[src/rtl/opendap_ap_mux.sv]
// AP interconnect between the SW-DP AP port and N_APS downstream Access Ports:
// APSEL decode, registered completion, RAZ/WI for unimplemented APs, abort fan-out, watchdog.
module opendap_ap_mux #(
    parameter int N_APS   = 4,
    parameter int TIMEOUT = 0
) (
    input  logic                  swclk,
    input  logic                  rst,
    input  logic [7:0]            up_sel,
    input  logic [5:0]            up_addr,
    input  logic [31:0]           up_wdata,
    input  logic                  up_wen,
    input  logic                  up_ren,
    input  logic                  up_abort,
    output logic [31:0]           up_rdata,
    output logic                  up_rdy,
    output logic                  up_err,
    output logic                  timeout_evt,
    output logic [5:0]            dn_addr,
    output logic [31:0]           dn_wdata,
    output logic [N_APS-1:0]      dn_wen,
    output logic [N_APS-1:0]      dn_ren,
    output logic [N_APS-1:0]      dn_abort,
    input  logic [32*N_APS-1:0]   dn_rdata,
    input  logic [N_APS-1:0]      dn_rdy,
    input  logic [N_APS-1:0]      dn_err
);

    typedef enum logic [0:0] {
        ST_IDLE = 1'b0,
        ST_BUSY = 1'b1
    } state_t;

    localparam int             CNT_W    = (TIMEOUT > 2) ? $clog2(TIMEOUT) : 1;
    localparam logic [CNT_W-1:0] CNT_LAST = CNT_W'((TIMEOUT > 0) ? TIMEOUT - 1 : 0);
    localparam logic [8:0]     N_APS_W  = 9'(N_APS);
    localparam logic           WD_EN    = (TIMEOUT != 0);

    state_t             state_r;
    state_t             state_s;
    logic [7:0]         active_r;
    logic [31:0]        rdata_r;
    logic               err_r;
    logic               timeout_evt_r;
    logic [CNT_W-1:0]   cnt_r;

    logic [N_APS-1:0]   sel_hit_s;
    logic [N_APS-1:0]   act_hit_s;
    logic [31:0]        act_rdata_s;
    logic               act_rdy_s;
    logic               act_err_s;
    logic               idle_s;
    logic               busy_s;
    logic               strobe_s;
    logic               sel_valid_s;
    logic               accept_s;
    logic               raz_s;
    logic               complete_s;
    logic               abort_busy_s;
    logic               wd_fire_s;

    // Per-AP decode of the upstream select and of the AP owning the transfer
    always_comb begin
        sel_hit_s   = '0;
        act_hit_s   = '0;
        act_rdata_s = 32'd0;
        for (int i = 0; i < N_APS; i++) begin
            sel_hit_s[i] = (up_sel == 8'(i));
            act_hit_s[i] = (active_r == 8'(i));
            act_rdata_s  = act_rdata_s | (dn_rdata[32*i +: 32] & {32{act_hit_s[i]}});
        end
    end

    assign act_rdy_s = |(dn_rdy & act_hit_s);
    assign act_err_s = |(dn_err & act_hit_s);

    // Transfer control terms; abort outranks completion, which outranks the watchdog
    always_comb begin
        idle_s       = (state_r == ST_IDLE);
        busy_s       = (state_r == ST_BUSY);
        strobe_s     = up_wen | up_ren;
        sel_valid_s  = ({1'b0, up_sel} < N_APS_W);
        accept_s     = idle_s & strobe_s & ~up_abort & sel_valid_s;
        raz_s        = idle_s & strobe_s & ~up_abort & ~sel_valid_s;
        abort_busy_s = busy_s & up_abort;
        complete_s   = busy_s & ~up_abort & act_rdy_s;
        wd_fire_s    = busy_s & ~up_abort & ~act_rdy_s & WD_EN & (cnt_r == CNT_LAST);
    end

    // State register
    always_ff @(posedge swclk) begin
        if (rst) begin
            state_r <= ST_IDLE;
        end else begin
            state_r <= state_s;
        end
    end

    // Next-state logic
    always_comb begin
        state_s = state_r;
        case (state_r)
            ST_IDLE: begin
                if (accept_s) begin
                    state_s = ST_BUSY;
                end else begin
                    state_s = ST_IDLE;
                end
            end
            ST_BUSY: begin
                if (abort_busy_s || complete_s || wd_fire_s) begin
                    state_s = ST_IDLE;
                end else begin
                    state_s = ST_BUSY;
                end
            end
            default: state_s = ST_IDLE;
        endcase
    end

    // Output logic: downstream strobes are combinational from the upstream request
    always_comb begin
        up_rdy   = idle_s;
        dn_addr  = up_addr;
        dn_wdata = up_wdata;
        dn_wen   = (accept_s && up_wen) ? sel_hit_s : '0;
        dn_ren   = (accept_s && up_ren) ? sel_hit_s : '0;
        if (up_abort) begin
            dn_abort = {N_APS{1'b1}};
        end else if (wd_fire_s) begin
            dn_abort = act_hit_s;
        end else begin
            dn_abort = '0;
        end
    end

    // Completion datapath, watchdog counter and single-cycle status pulses
    always_ff @(posedge swclk) begin
        if (rst) begin
            active_r      <= 8'd0;
            rdata_r       <= 32'd0;
            err_r         <= 1'b0;
            timeout_evt_r <= 1'b0;
            cnt_r         <= '0;
        end else begin
            err_r         <= 1'b0;
            timeout_evt_r <= 1'b0;
            if (accept_s) begin
                active_r <= up_sel;
                cnt_r    <= '0;
            end else if (raz_s) begin
                rdata_r <= 32'd0;
            end else if (abort_busy_s) begin
                cnt_r <= cnt_r;
            end else if (complete_s) begin
                rdata_r <= act_rdata_s;
                err_r   <= act_err_s;
            end else if (wd_fire_s) begin
                rdata_r       <= 32'd0;
                err_r         <= 1'b1;
                timeout_evt_r <= 1'b1;
            end else if (busy_s) begin
                cnt_r <= cnt_r + CNT_W'(1);
            end else begin
                cnt_r <= cnt_r;
            end
        end
    end

    assign up_rdata    = rdata_r;
    assign up_err      = err_r;
    assign timeout_evt = timeout_evt_r;

endmodule

[config.mk]
export PLATFORM = sky130hd
export DESIGN_NAME = opendap_ap_mux
export DESIGN_NICKNAME = d
export VERILOG_FILES = /design/src/rtl/opendap_ap_mux.sv
export SDC_FILE = /design/constraint.sdc
export NUM_CORES = 1
export LEC_CHECK = 0
export CORE_ASPECT_RATIO = 0.5
export CORE_MARGIN = 5
export CORE_UTILIZATION = 35
export DETAILED_ROUTE_END_ITERATION = 12
export PLACE_DENSITY_LB_ADDON = 0.3
export SETUP_SLACK_MARGIN = 0.2
export SYNTH_ARGS = -nofsm -noshare
export SYNTH_HDL_FRONTEND = slang
export SYNTH_SLANG_ARGS = --single-unit
[constraint.sdc]
create_clock -name swclk -period 4.7 [get_ports swclk]
set_clock_uncertainty 0.2 [all_clocks]
set_input_delay 1.41 -clock swclk [delete_from_list [all_inputs] [get_ports swclk]]
set_output_delay 1.41 -clock swclk [all_outputs]
set_load 0.01 [all_outputs]
==> results of run 1 <==
-- metal layers --
layer / global-route usage (%) / share of wire (%) / wire (um) / vias to the layer above
met5: 0 / 0 / 0 / -
met4: 6.07 / 2.7 / 266 / 0
met3: 4.33 / 5.5 / 549 / 41
met2: 33.4 / 55 / 5500 / 70
met1: 19.5 / 37 / 3700 / 1289
li1: - / - / - / 1299
-- placed cells by master (no fill, tap or decap), drive strengths merged, types with 2 or more instances in the layout --
cell type	synthesis	routed
and2	7	7
dfxtp	42	42
buf	62	25
nor2	13	13
clkdlybuf4s50	0	182
dlygate4sd2	0	3
nor4	4	4
nand3	53	53
clkbuf	7	6
nand2b	2	2
nand2	17	17
mux4	34	34
a21oi	33	33
mux2i	2	2
-- path summary, 6_finish.rpt --
check,end,slack (ns),start
hold / removal,up_rdata[19]$_SDFFE_PP0P_,0.26,up_rdata[19]$_SDFFE_PP0P_
setup reg to reg,up_rdata[16]$_SDFFE_PP0P_,1.95,active_r[0]$_SDFFE_PP0P_
hold reg to reg,up_rdata[19]$_SDFFE_PP0P_,0.26,up_rdata[19]$_SDFFE_PP0P_
setup / recovery,dn_ren[0],0.23,up_sel[7]
-- logic make-up (layout without fill, tap and decap cells) --
logic type             Yosys count  after routing  synth area share [%]
and+or+nand+nor                103            103                  22.3
buffers and inverters           70            220                  15.7
DFF                             42             42                  27.3
muxes                           36             36                  25.5
AOI/OAI and AO/OA               34             34                  9.06
other                            1              1                 0.122
-- state kept, by name (all words and copies together) (netlist names) --
name,flops
active_r,8
up_err,1
up_rdata,32
busy_s,1
-- stage by stage --
step | setup WS [ns] | instance area [um2]
after detailed placement | -0.240 | 4800
after floorplan | 0.503 | 3080
after global placement | -0.243 | 4800
after global routing | 0.160 | 4960
final | 0.228 | 4960
after CTS | 0.203 | 4940
-- cell usage after synthesis --
cell,count
a21oi_1,5
nor4_1,2
nor2_1,13
or2_0,1
nand2b_1,2
buf_6,5
mux4_2,34
nand2_1,17
nand4_2,1
clkbuf_2,1
buf_2,13
nand4b_1,1
inv_1,1
nor4bb_1,1
a21oi_2,28
and4_1,1
dfxtp_1,42
a211o_1,1
nor4_2,2
buf_4,44
clkbuf_1,6
nand3_1,23
and2_1,7
mux2i_1,2
and4bb_1,1
nor2b_1,1
conb_1,1
nand3_2,30
-- cell type report --
| type | instances | area (um2) | share of cell area (%) |
|---|---|---|---|
| Clock buffer | 6 | 139 | 2.80 |
| Clock inverter | 2 | 12.5 | 0.252 |
| Inverter | 1 | 3.75 | 0.0757 |
| Multi-Input combinational cell | 174 | 1780 | 35.9 |
| Sequential cell | 42 | 842 | 17.0 |
| Tap cell | 117 | 146 | 2.95 |
| Timing Repair Buffer | 211 | 2040 | 41.0 |
-- tightest hold or removal path, delay by kind of cell (launching register included) --
kind            cells  cell delay [ns]
flops               1             0.31
simple gates        1             0.05
compound gates      1             0.05
-- where the power goes --
part           leakage (nW)  switching, mW  internal, mW
sequential            0.339      0.0000889         0.356
clock                0.0729          0.139         0.210
combinational          1.17         0.0458         0.136
-- timing repair --
action / 4_1_cts / 5_1_grt
endpoints found under the setup margin: 8 / 8
setup buffers: 2 / 1
hold endpoints to repair: 0 / 0
hold buffers: 0 / 0
resized for setup: 35 / 11
pin swaps: 2 / 2
==> flow_summary.toml, run 1 <==
[placement]
gp_congestion = 0.811
io_buffers = 194
dp_cells = 542
hpwl_um = 7890

[clocking]
cts_tree = "done"
clk_root_buffer_cell = "clkbuf_16"
cts_buffer_depth = 2
clock_latency_ns = 0.28
path_clk_slew_ns = 0.06
htreeDepth = 2
cts_num_sinks = 42
cts_buffers = 5

[drt]
wire_per_inst_um = 18.1
drt_iter0_markers = 129
wl_um = 10000
via_per_inst = 4.88
drtAntennaViolNets = 0
drc = 0
dr.pass1.iters = 4
via_count = 2699

[synthesis]
synth_largest_area_cell = "dfxtp_1"
yosysWarnings = 0
yosys.area.top_type_share_pct = 27.3
syn_avg_cell_area_um2 = 10.8
synth_area_um2 = 3080
synthCells = 286
synth.distinct_cells = 28
synth-seq-cells = 42
synthesis.nets = 473
synth_area_leaders = "dfxtp_1, mux4_2, buf_4"
ys_seq_area_share_pct = 27.3

[pwr]
powerDensity_nw_per_um2 = 179
peakVddDrop_v = 0.000145
leakage_nw = 1.58
power.total_mw = 0.887

[finish]
drive_above_1_share_pct = 31.0
final_cell_count_no_fill = 553
n_antenna_cell = 0
final_util_pct = 57.3
nFillCells = 764
nets = 622
syn2layout_area_growth_pct = 61.1

[critical_path]
slowest_delay_ns = 0.46
rr_worst_depth = 6
critPathCaptureType = "output pin"
arrival_ns = 2.86
path_delay_family = "buffers and inverters"
cp.buffers_inverters = 3
crit_type = "input pin to output pin"
crit_chain = "clkdlybuf4s50_1 > nor4_4 > and4bb_1 > buf_6 > nand2_2 > nor4_1 > buf_2"
worstSetupStartpointType = "input pin"
cp_max_fo = 2
cp.depth = 7
cp.required_ns = 3.09
crit_slowest_cell = "clkdlybuf4s50_1"

[die]
placementRows = 24
die-area_um2 = 10900
die_x_um = 143
core-area_um2 = 8650
boundaryPins = 272
start_util_pct = 35.6
die_y_um = 76.3

[global_routing]
grt_usage_pct = 17.8
grt_max_degree = 36
antenna_found_initial = 0
grt_pass1_vias = 2975
gr-total-overflow = 0
grt_pass1_wl_um = 15500

[timing]
finalSetupTns_ns = 0
worstMarginPinSlew_ns = 0.950
hold_slack_ns = 0.258
grt_setup_unrepaired = "false"
slew_headroom_pct = 36.7
fin_crit_ns = 4.47
max_freq_mhz = 224
final-max-slew-violation-count = 0
period_share_pct = 95.1
hold_violations = 0
setup_viol = 0

[worst_hold_path]
hold_class = "flop to flop"
hold_depth = 2

[run_status]
status = "completed"

[job]
max-cap-violations = 0
Power figures use the tool's default switching activity.
==> inputs of run 2 (changes only) <==
--- a/config.mk
+++ b/config.mk
@@ -5,9 +5,10 @@
 export SDC_FILE = /design/constraint.sdc
 export NUM_CORES = 1
 export LEC_CHECK = 0
+export ABC_AREA = 1
 export CORE_ASPECT_RATIO = 0.5
 export CORE_MARGIN = 5
-export CORE_UTILIZATION = 35
+export CORE_UTILIZATION = 34
 export DETAILED_ROUTE_END_ITERATION = 12
 export PLACE_DENSITY_LB_ADDON = 0.3
 export SETUP_SLACK_MARGIN = 0.2
==> run 2 against run 1 <==
Compared with the run above: cell area is 2.8% lower; final cell count is 33% higher; power is 4.6% higher; synthesized area is 2.6% lower; critical path type unchanged; clock-buffer cell count stayed put; hold slack worse by 0.022 ns; maximum frequency hardly changed; flip-flop and latch count stayed put; sequential power hardly changed.
==> flow_summary.toml, run 2 <==
[global_routing]
antenna_found_initial = 0
gr-total-overflow = 0
grt_pass1_vias = 3319
grt_pass1_wl_um = 17000
grt_usage_pct = 19.3
grt_max_degree = 51

[synthesis]
ys_seq_area_share_pct = 28.0
yosysWarnings = 0
synth_area_leaders = "dfxtp_1, nand2_1, nand3_1"
synth_edf_count = 0
ys_dominant_reg_cell = "dfxtp_1"
yosysMostFrequentCell = "nand2_1"
syn_avg_cell_area_um2 = 6.30
synth_area_um2 = 3000
synthCells = 476
synth_largest_area_cell = "dfxtp_1"
synth.distinct_cells = 24
synth-seq-cells = 42
ys_async_sr_fraction_pct = 0
synthesis.nets = 663
yosys.area.top_type_share_pct = 28.0
yosys-top-cells-count = "nand2_1, nand3_1, nor2_1"

[drt]
drt_iter0_markers = 154
via_count = 3565
dr.pass1.iters = 7
via_per_inst = 4.86
drc = 0
drtAntennaViolNets = 0
wl_um = 11100
wire_per_inst_um = 15.2

[timing]
hold_slack_ns = 0.236
grt_setup_unrepaired = "true"
fin_crit_ns = 4.47
worstMarginPinSlew_ns = 1.10
period_share_pct = 95.1
hold_violations = 0
max_freq_mhz = 224
slew_headroom_pct = 26.4
final-max-slew-violation-count = 0
setup_ws_ns = 0.232
setup_viol = 0
finalSetupTns_ns = 0

[die]
die_y_um = 76.4
die-area_um2 = 10900
core-area_um2 = 8650
boundaryPins = 272
placementRows = 24
start_util_pct = 34.7
die_x_um = 143

[finish]
nets = 804
n_antenna_cell = 0
final_design_area_no_fill_um2 = 4820
nFillCells = 847
final_util_pct = 55.7
final_common_cell = "clkdlybuf4s50_1"
final_cell_mix = "clkdlybuf4s50_1, nand2_1, nand3_1"
drive_above_1_share_pct = 7.13
syn2layout_area_growth_pct = 60.7
final_cell_count_no_fill = 734
largest_reg_flops = 32

[critical_path]
rr_startpoint = "active_r[5]$_SDFFE_PP0P_"
crit_type = "input pin to output pin"
rr_worst_depth = 8
worstSetupStartpointType = "input pin"
cp-startpoint = "up_sel[7]"
cp_max_fo = 4
critPathCaptureType = "output pin"
cp.required_ns = 3.09
arrival_ns = 2.86

[placement]
place_area_um2 = 4680
io_buffers = 194
hpwl_um = 8480
preCtsSetupSlack_ns = -0.0889
gp_congestion = 0.803
dp_cells = 726

[run_status]
status = "completed"

[clocking]
clk_root_buffer_cell = "clkbuf_16"
cts_buffer_depth = 2
htreeDepth = 2
clock_latency_ns = 0.28
cts_buffers = 5
path_clk_slew_ns = 0.05
cts_num_sinks = 42
cts_tree = "done"

[pwr]
power.total_mw = 0.928
powerDensity_nw_per_um2 = 192
comb_power_share_pct = 18.8
clkPwrFrac_pct = 42.7
leakage_nw = 1.85
pwr-share-seq_pct = 38.4
swShare_pct = 20.0
p_int_mw = 0.742
peakVddDrop_v = 0.000130
power.switching_mw = 0.185

[worst_hold_path]
hold_class = "flop to flop"
hold_depth = 2
min-delay-start = "active_r[6]$_SDFFE_PP0P_"

[job]
max-cap-violations = 0
==> run 2: metal layers <==
metal	vias to the layer above	wire length (um)	share of wire, %	track usage (%)
li1	1811	-	-	-
met2	145	5720	51	35.2
met4	0	172	1.5	5.50
met5	-	0	0	0
met3	20	995	8.9	5.96
met1	1589	4240	38	21.4
==> run 2: area by class of cell <==
cell class                 instances  area [um2]  area share (%)
clock buffer                       6         139            2.88
sequential                        42         841            17.4
tap                              117         146            3.04
clock inverter                     1        30.0           0.623
timing repair buffer             205        1980            41.2
inverter                          24        91.3            1.90
multi-input combinational        339        1590            32.9
==> run 2: kinds of logic after synthesis <==
group / share of synthesized area (%)
other cells: 0.125
flops: 28.0
buf+inv: 19.1
compound gates: 4.96
simple gates: 47.8
==> run 2: final timing paths <==
check / to / slack (ns)
min: active_r[6]$_SDFFE_PP0P_ / 0.24
max: dn_ren[1] / 0.23
min reg2reg: active_r[6]$_SDFFE_PP0P_ / 0.24
max reg2reg: up_rdata[14]$_SDFFE_PP0P_ / 2.03
==> run 2: critical path, stage by stage <==
cell             delay [ns]
clkdlybuf4s50_1        0.40
nor2_1                 0.10
nand2_1                0.07
nor3_2                 0.23
nand2_1                0.11
inv_2                  0.08
nand2_1                0.10
nor3_1                 0.19
clkbuf_2               0.17
==> run 2: timing repair <==
| action | CTS | global route |
|---|---|---|
| buffers inserted | 0 | 1 |
| endpoints found under the hold margin | 0 | 0 |
| endpoints found under the setup margin | 8 | 8 |
| pin swaps | 0 | 1 |
| gates resized for setup | 9 | 17 |
| hold buffers | 0 | 0 |
==> run 2: power groups by stage <==
stage	Sequential, mW	Combinational, mW	Clock, mW
2_1_floorplan	0.364	0.0729	0
3_3_place_gp	0.364	0.174	0
3_5_place_dp	0.364	0.175	0
4_1_cts	0.356	0.175	0.407
5_1_grt	0.356	0.187	0.428
6_report	0.356	0.175	0.396
